## src/rtl/dmem_if.sv

```systemverilog
// dmem_if: execute-stage memory port (address, store data, store strobe, read data).
// master drives mem_addr/mem_in/mem_we and samples mem_out; slave does the reverse.
interface dmem_if;
  logic [15:0] mem_addr;
  logic [15:0] mem_in;
  logic        mem_we;
  logic [15:0] mem_out;
  modport master (output mem_addr, mem_in, mem_we, input mem_out);
  modport slave (input mem_addr, mem_in, mem_we, output mem_out);
endinterface

```

## src/rtl/dmem_resp.sv

```systemverilog
// dmem_resp: data-memory responder with word RAM and an I/O page (GPIO, cycle counter, timer, status, ctrl).
// Ports: clk, rst_n (sync, active-low); bus (dmem_if.slave, combinational read, write at edge);
// gpio_in (async inputs), gpio_out (GPIO_OUT reg), irq (STATUS[0] & CTRL[0]), err (STATUS[1]).
module dmem_resp #(
  parameter int          DEPTH_LOG2 = 8,
  parameter logic [15:0] IO_BASE    = 16'hFF00
) (
  input  logic        clk,
  input  logic        rst_n,
  dmem_if.slave       bus,
  input  logic [15:0] gpio_in,
  output logic [15:0] gpio_out,
  output logic        irq,
  output logic        err
);
  logic [15:0] ram [2**DEPTH_LOG2];
  logic [DEPTH_LOG2-1:0] idx;
  logic [15:0] off, io_rd;
  logic is_ram, is_io, bad_wr, match;
  logic [1:0] clr;
  logic [15:0] gpio_out_q, gpio_out_d, sync1_q, sync1_d, sync2_q, sync2_d;
  logic [15:0] cycle_q, cycle_d, cmp_q, cmp_d;
  logic [1:0] status_q, status_d, ctrl_q, ctrl_d;
  assign idx = bus.mem_addr[DEPTH_LOG2-1:0];
  always_comb begin
    off = bus.mem_addr - IO_BASE;
    is_ram = (bus.mem_addr >> DEPTH_LOG2) == 16'd0;
    is_io = bus.mem_addr >= IO_BASE && off < 16'd6;
    // writes to read-only registers count as access errors, same as unmapped ones
    bad_wr = bus.mem_we && !is_ram && !(is_io && off != 16'd1 && off != 16'd2);
    // compare uses pre-increment cycle and pre-write ctrl
    match = ctrl_q[1] && cycle_q == cmp_q;
    clr = (bus.mem_we && is_io && off == 16'd4) ? bus.mem_in[1:0] : 2'b00;
    // set terms are OR-ed after the clear so a same-cycle set wins
    status_d = (status_q & ~clr) | {bad_wr, match};
    gpio_out_d = (bus.mem_we && is_io && off == 16'd0) ? bus.mem_in : gpio_out_q;
    cmp_d = (bus.mem_we && is_io && off == 16'd3) ? bus.mem_in : cmp_q;
    ctrl_d = (bus.mem_we && is_io && off == 16'd5) ? bus.mem_in[1:0] : ctrl_q;
    cycle_d = cycle_q + 16'd1;
    sync1_d = gpio_in;
    sync2_d = sync1_q;
    io_rd = off == 16'd0 ? gpio_out_q :
            off == 16'd1 ? sync2_q :
            off == 16'd2 ? cycle_q :
            off == 16'd3 ? cmp_q :
            off == 16'd4 ? {14'd0, status_q} : {14'd0, ctrl_q};
    bus.mem_out = is_ram ? ram[idx] : is_io ? io_rd : 16'd0;
  end
  always_ff @(posedge clk) begin
    if (!rst_n) begin
      gpio_out_q <= 16'd0;
      sync1_q <= 16'd0;
      sync2_q <= 16'd0;
      cycle_q <= 16'd0;
      cmp_q <= 16'hFFFF;
      status_q <= 2'd0;
      ctrl_q <= 2'd0;
    end else begin
      gpio_out_q <= gpio_out_d;
      sync1_q <= sync1_d;
      sync2_q <= sync2_d;
      cycle_q <= cycle_d;
      cmp_q <= cmp_d;
      status_q <= status_d;
      ctrl_q <= ctrl_d;
    end
  end
  // RAM contents survive reset; only the write pending during reset is dropped
  always_ff @(posedge clk) begin
    if (rst_n && bus.mem_we && is_ram) ram[idx] <= bus.mem_in;
  end
  assign gpio_out = gpio_out_q;
  assign irq = status_q[0] & ctrl_q[0];
  assign err = status_q[1];
endmodule
```

## src/flat_wrapper.sv

```systemverilog
// flat-port wrapper written by rule: the top's interface ports become plain ports
module dmem_resp_flat 
#(
  parameter int          DEPTH_LOG2 = 8,
  parameter logic [15:0] IO_BASE    = 16'hFF00
)
  (clk, rst_n, gpio_in, gpio_out, irq, err, bus_mem_addr, bus_mem_in, bus_mem_we, bus_mem_out);
  dmem_if bus_i ();
  input  logic clk;
  input  logic rst_n;
  input  logic [15:0] gpio_in;
  output logic [15:0] gpio_out;
  output logic irq;
  output logic err;
  input wire logic [$bits(bus_i.mem_addr)-1:0] bus_mem_addr;
  input wire logic [$bits(bus_i.mem_in)-1:0] bus_mem_in;
  input wire logic [$bits(bus_i.mem_we)-1:0] bus_mem_we;
  output wire logic [$bits(bus_i.mem_out)-1:0] bus_mem_out;
  assign bus_i.mem_addr = bus_mem_addr;
  assign bus_i.mem_in = bus_mem_in;
  assign bus_i.mem_we = bus_mem_we;
  assign bus_mem_out = bus_i.mem_out;
  dmem_resp #(.DEPTH_LOG2(DEPTH_LOG2), .IO_BASE(IO_BASE)) u_core (.clk(clk), .rst_n(rst_n), .bus(bus_i), .gpio_in(gpio_in), .gpio_out(gpio_out), .irq(irq), .err(err));
endmodule
```

## config.mk

```make
export PLATFORM = sky130hd
export DESIGN_NAME = dmem_resp_flat
export DESIGN_NICKNAME = d
export VERILOG_FILES = /design/src/rtl/dmem_if.sv /design/src/rtl/dmem_resp.sv /design/src/flat_wrapper.sv
export SDC_FILE = /design/constraint.sdc
export NUM_CORES = 2
export LEC_CHECK = 0
export BUFFER_PORTS_ARGS = -buffer_cell sky130_fd_sc_hd__buf_2
export CORE_MARGIN = 4
export CORE_UTILIZATION = 55
export CTS_CLUSTER_SIZE = 8
export DETAILED_ROUTE_END_ITERATION = 10
export PLACE_DENSITY = 0.71
export SLEW_MARGIN = 20
export SYNTH_ARGS = -nofsm -noshare
export SYNTH_HDL_FRONTEND = slang
export SYNTH_SLANG_ARGS = --single-unit
```

## constraint.sdc

```tcl
create_clock -name clk -period 6.5 [get_ports clk]
set_input_delay 0.65 -clock clk [delete_from_list [all_inputs] [get_ports clk]]
set_output_delay 0.65 -clock clk [all_outputs]
set_load 0.01 [all_outputs]
```

==> flow_summary.toml <==
[status]
outcome = "complete, no violations"

[layout]
register_area_sq_um = 125000
final_common_cell = "edfxtp_1"
multiInputGateArea_sq_um = 34800
nFillCells = 18700
syn2layout_area_growth_pct = 15.6
nets = 8186
drive_gt1_frac = 0.308
design_area_sq_um = 186000
layout_common_cells = "edfxtp_1 (4096), mux4_2 (1049), clkbuf_16 (597)"

[logic_synthesis]
synth_cell_type_count = 85
yosysTopAreaCellShare = 0.763
synth_nets = 7362
synthTopCellsByArea = "edfxtp_1 (76%), mux4_2 (15%), mux2i_1 (1.7%)"
ys_seq_area_frac = 0.774
synth-main-ff-cell = "edfxtp_1"
avgSynthCellArea_sq_um = 22.0
synth_seq_cells = 4180
syn_area_sq_um = 161000
ys_async_sr_fraction = 0
syn_inst = 7310
ys_warn_count = 0
synth_top_area_cell = "edfxtp_1"
synth-edff-count = 4096

[sta]
fmax_mhz = 159
finalCritPeriodShare = 0.970
timing.final.setup_violations = 0
whs_ns = 0.166
slew_headroom = 0.0353
rsz0062_at_grt = "false"
finClkSkew_ns = 0.0137
fin_crit_ns = 6.31
fin_tns_setup_ns = 0
slew_viol_final = 0
worst_pin_slew_ns = 1.41
finalHoldViolations = 0

[critical_path]
crit_start = "bus_mem_addr[0]"
worstPathRequired_ns = 5.85
r2r-end = "u_core.cycle_q[15]"
endpoint = "bus_mem_out[6]"
cp.arrival_ns = 5.66
timing.rr.start = "u_core.cycle_q[3]"
reg2regPathDepth = 7
path_max_fanout = 79
critPathCaptureType = "output port"
critical_path_class = "input port to output port"
worstSetupStartpointType = "input port"
regToRegSetupSlack_ns = 4.48

[floorplan]
die_w_microns = 549
dieHeight_microns = 549
row_count = 198
die_area_sq_um = 302000
coreArea_sq_um = 291000
initial_core_util = 0.553
io_pins = 85

[power]
p_leak_nw = 59.4
vdd_ir_drop_max_mv = 0.264
pwr_density_cell_nw_per_um2 = 323

[clock_network]
cts_setup_buffers = 0
clock_latency_ns = 1.04
clock-sinks = 4180
htree_levels = 6
cts-root-buf = "clkbuf_16"
clockBufferDepth = 4
cts_tree = "done"
path_clk_slew_ns = 0.05
cts_buffers = 592

[routing]
viasPerCell = 7.13
ant_nets = 0
num_vias = 86700
avgRoutedWirePerCell_microns = 41.1
routed_wl_mm = 500
first_pass_iters = 6
drt_iter0_drc = 15800
drc = 0

[worst_hold_path]
hold_depth = 1
holdCritPathClass = "input port to register"

[run]
drv_cap = 0

[grt]
grt_pass1_vias = 84700
grt_antenna_before_repair = 38
grt_pass1_wl_mm = 690
grt-ovfl-total = 0
track_usage = 0.331
grt_max_degree = 199

[place]
hpwl_mm = 301
placed_area_sq_um = 170000
gp_congestion = 1.01
port_buffers = 84
-- per-layer routing --
layer  part of all wire  routed length (microns)  vias to the layer above  GRT usage
met5             0.0011                      534                        -    0.00744
met4              0.062                    31100                       18      0.177
met3               0.15                    73300                     1359      0.119
met2               0.45                   225000                     7482      0.480
met1               0.34                   171000                    45500      0.445
li1                   -                        -                    32400          -
-- synth_stat cells (7+ instances only) --
cell      count
a211oi_1     19
a21boi_0      8
a21boi_1     10
a21oi_1      53
a221oi_1     16
a22o_1       21
a22oi_1     104
a31oi_1      17
a32oi_1       8
and2_1       52
and3_1        9
buf_1        48
buf_2       131
buf_4        52
buf_6        45
clkbuf_1    132
dfxtp_1      84
edfxtp_1   4096
inv_1         8
mux2_2        7
mux2i_1     279
mux4_2     1049
nand2_1     224
nand2b_1     12
nand3_1      83
nand4_1      40
nor2_1      321
nor2b_1      23
nor3_1       37
nor4_1       28
o211ai_1      8
o21ai_0      28
o22ai_1     104
or3_1         7
xnor2_1      23
-- worst min-delay path by stage --
stage	startpoint	end	slack, ns
2_1_floorplan	u_core.sync1_q[0]	u_core.sync2_q[0]	0.41
3_3_place_gp	u_core.sync1_q[4]	u_core.sync2_q[4]	0.42
3_5_place_dp	u_core.sync1_q[0]	u_core.sync2_q[0]	0.42
4_1_cts	bus_mem_in[3]	u_core.ram[99][3]	0.11
5_1_grt	bus_mem_in[3]	u_core.ram[98][3]	0.16
6_report	bus_mem_in[3]	u_core.ram[99][3]	0.17
-- cell type report --
type,instances,area share
Tap cell,3900,0.0262
Clock buffer,631,0.0809
Antenna cell,33,0.000443
Clock inverter,56,0.00629
Timing Repair Buffer,640,0.0293
Multi-Input combinational cell,2710,0.187
Inverter,10,0.000255
Sequential cell,4180,0.670
-- logic make-up after synthesis --
logic type,after synthesis,synth area share
compound gates,460,0.0201
simple gates,884,0.0258
mux,1337,0.165
xor+xnor,28,0.00152
flops,4180,0.774
buf+inv,420,0.0142
fa+ha+maj,1,0.0000776
-- what timing repair did --
item / 4_1_cts / 5_1_grt
hold endpoints to repair: 17 / 0
setup endpoints to repair: 1 / 1
gates resized for setup: 1 / 1
hold buffers: 17 / 0
-- registers in the layout, summed over array words and instances, names as in the netlist --
name / cells
u_core.ram: 4096
u_core.cmp_q: 16
u_core.cycle_q: 16
u_core.gpio_out: 16
u_core.sync1_q: 16
u_core.sync2_q: 16
u_core.ctrl_q: 2
u_core.status_q: 2
-- per-stage QoR --
stage / instances / setup WS (ns) / util / power [mW]
after floorplan: 7310 / 2.93 / - / 31.5
after global placement: 11400 / -0.670 / 0.582 / 32.9
after detailed placement: 11400 / 0.0895 / 0.582 / 32.9
after CTS: 12100 / 0.300 / 0.638 / 60.2
after global routing: 12100 / 0.153 / 0.639 / 61.5
final: 12200 / 0.192 / 0.639 / 60.1
-- critical path, cell delays in order --
cell and delay, ns:
buf_12 0.58, buf_12 0.32, buf_4 0.31, mux4_2 0.54, a22oi_1 0.56, nand2_1 0.37
a2111oi_1 0.59, clkdlybuf4s18_2 0.36, nand4_1 0.25, o31ai_4 0.59, buf_4 0.20, nand3_1 0.08
buf_2 0.16
-- power by group --
part / internal [mW] / leakage [nW] / switching (mW)
sequential: 29.7 / 37.5 / 0.00883
combinational: 0.933 / 14.0 / 1.93
clock: 16.4 / 7.90 / 11.2
(Power assumes the default switching activity.)
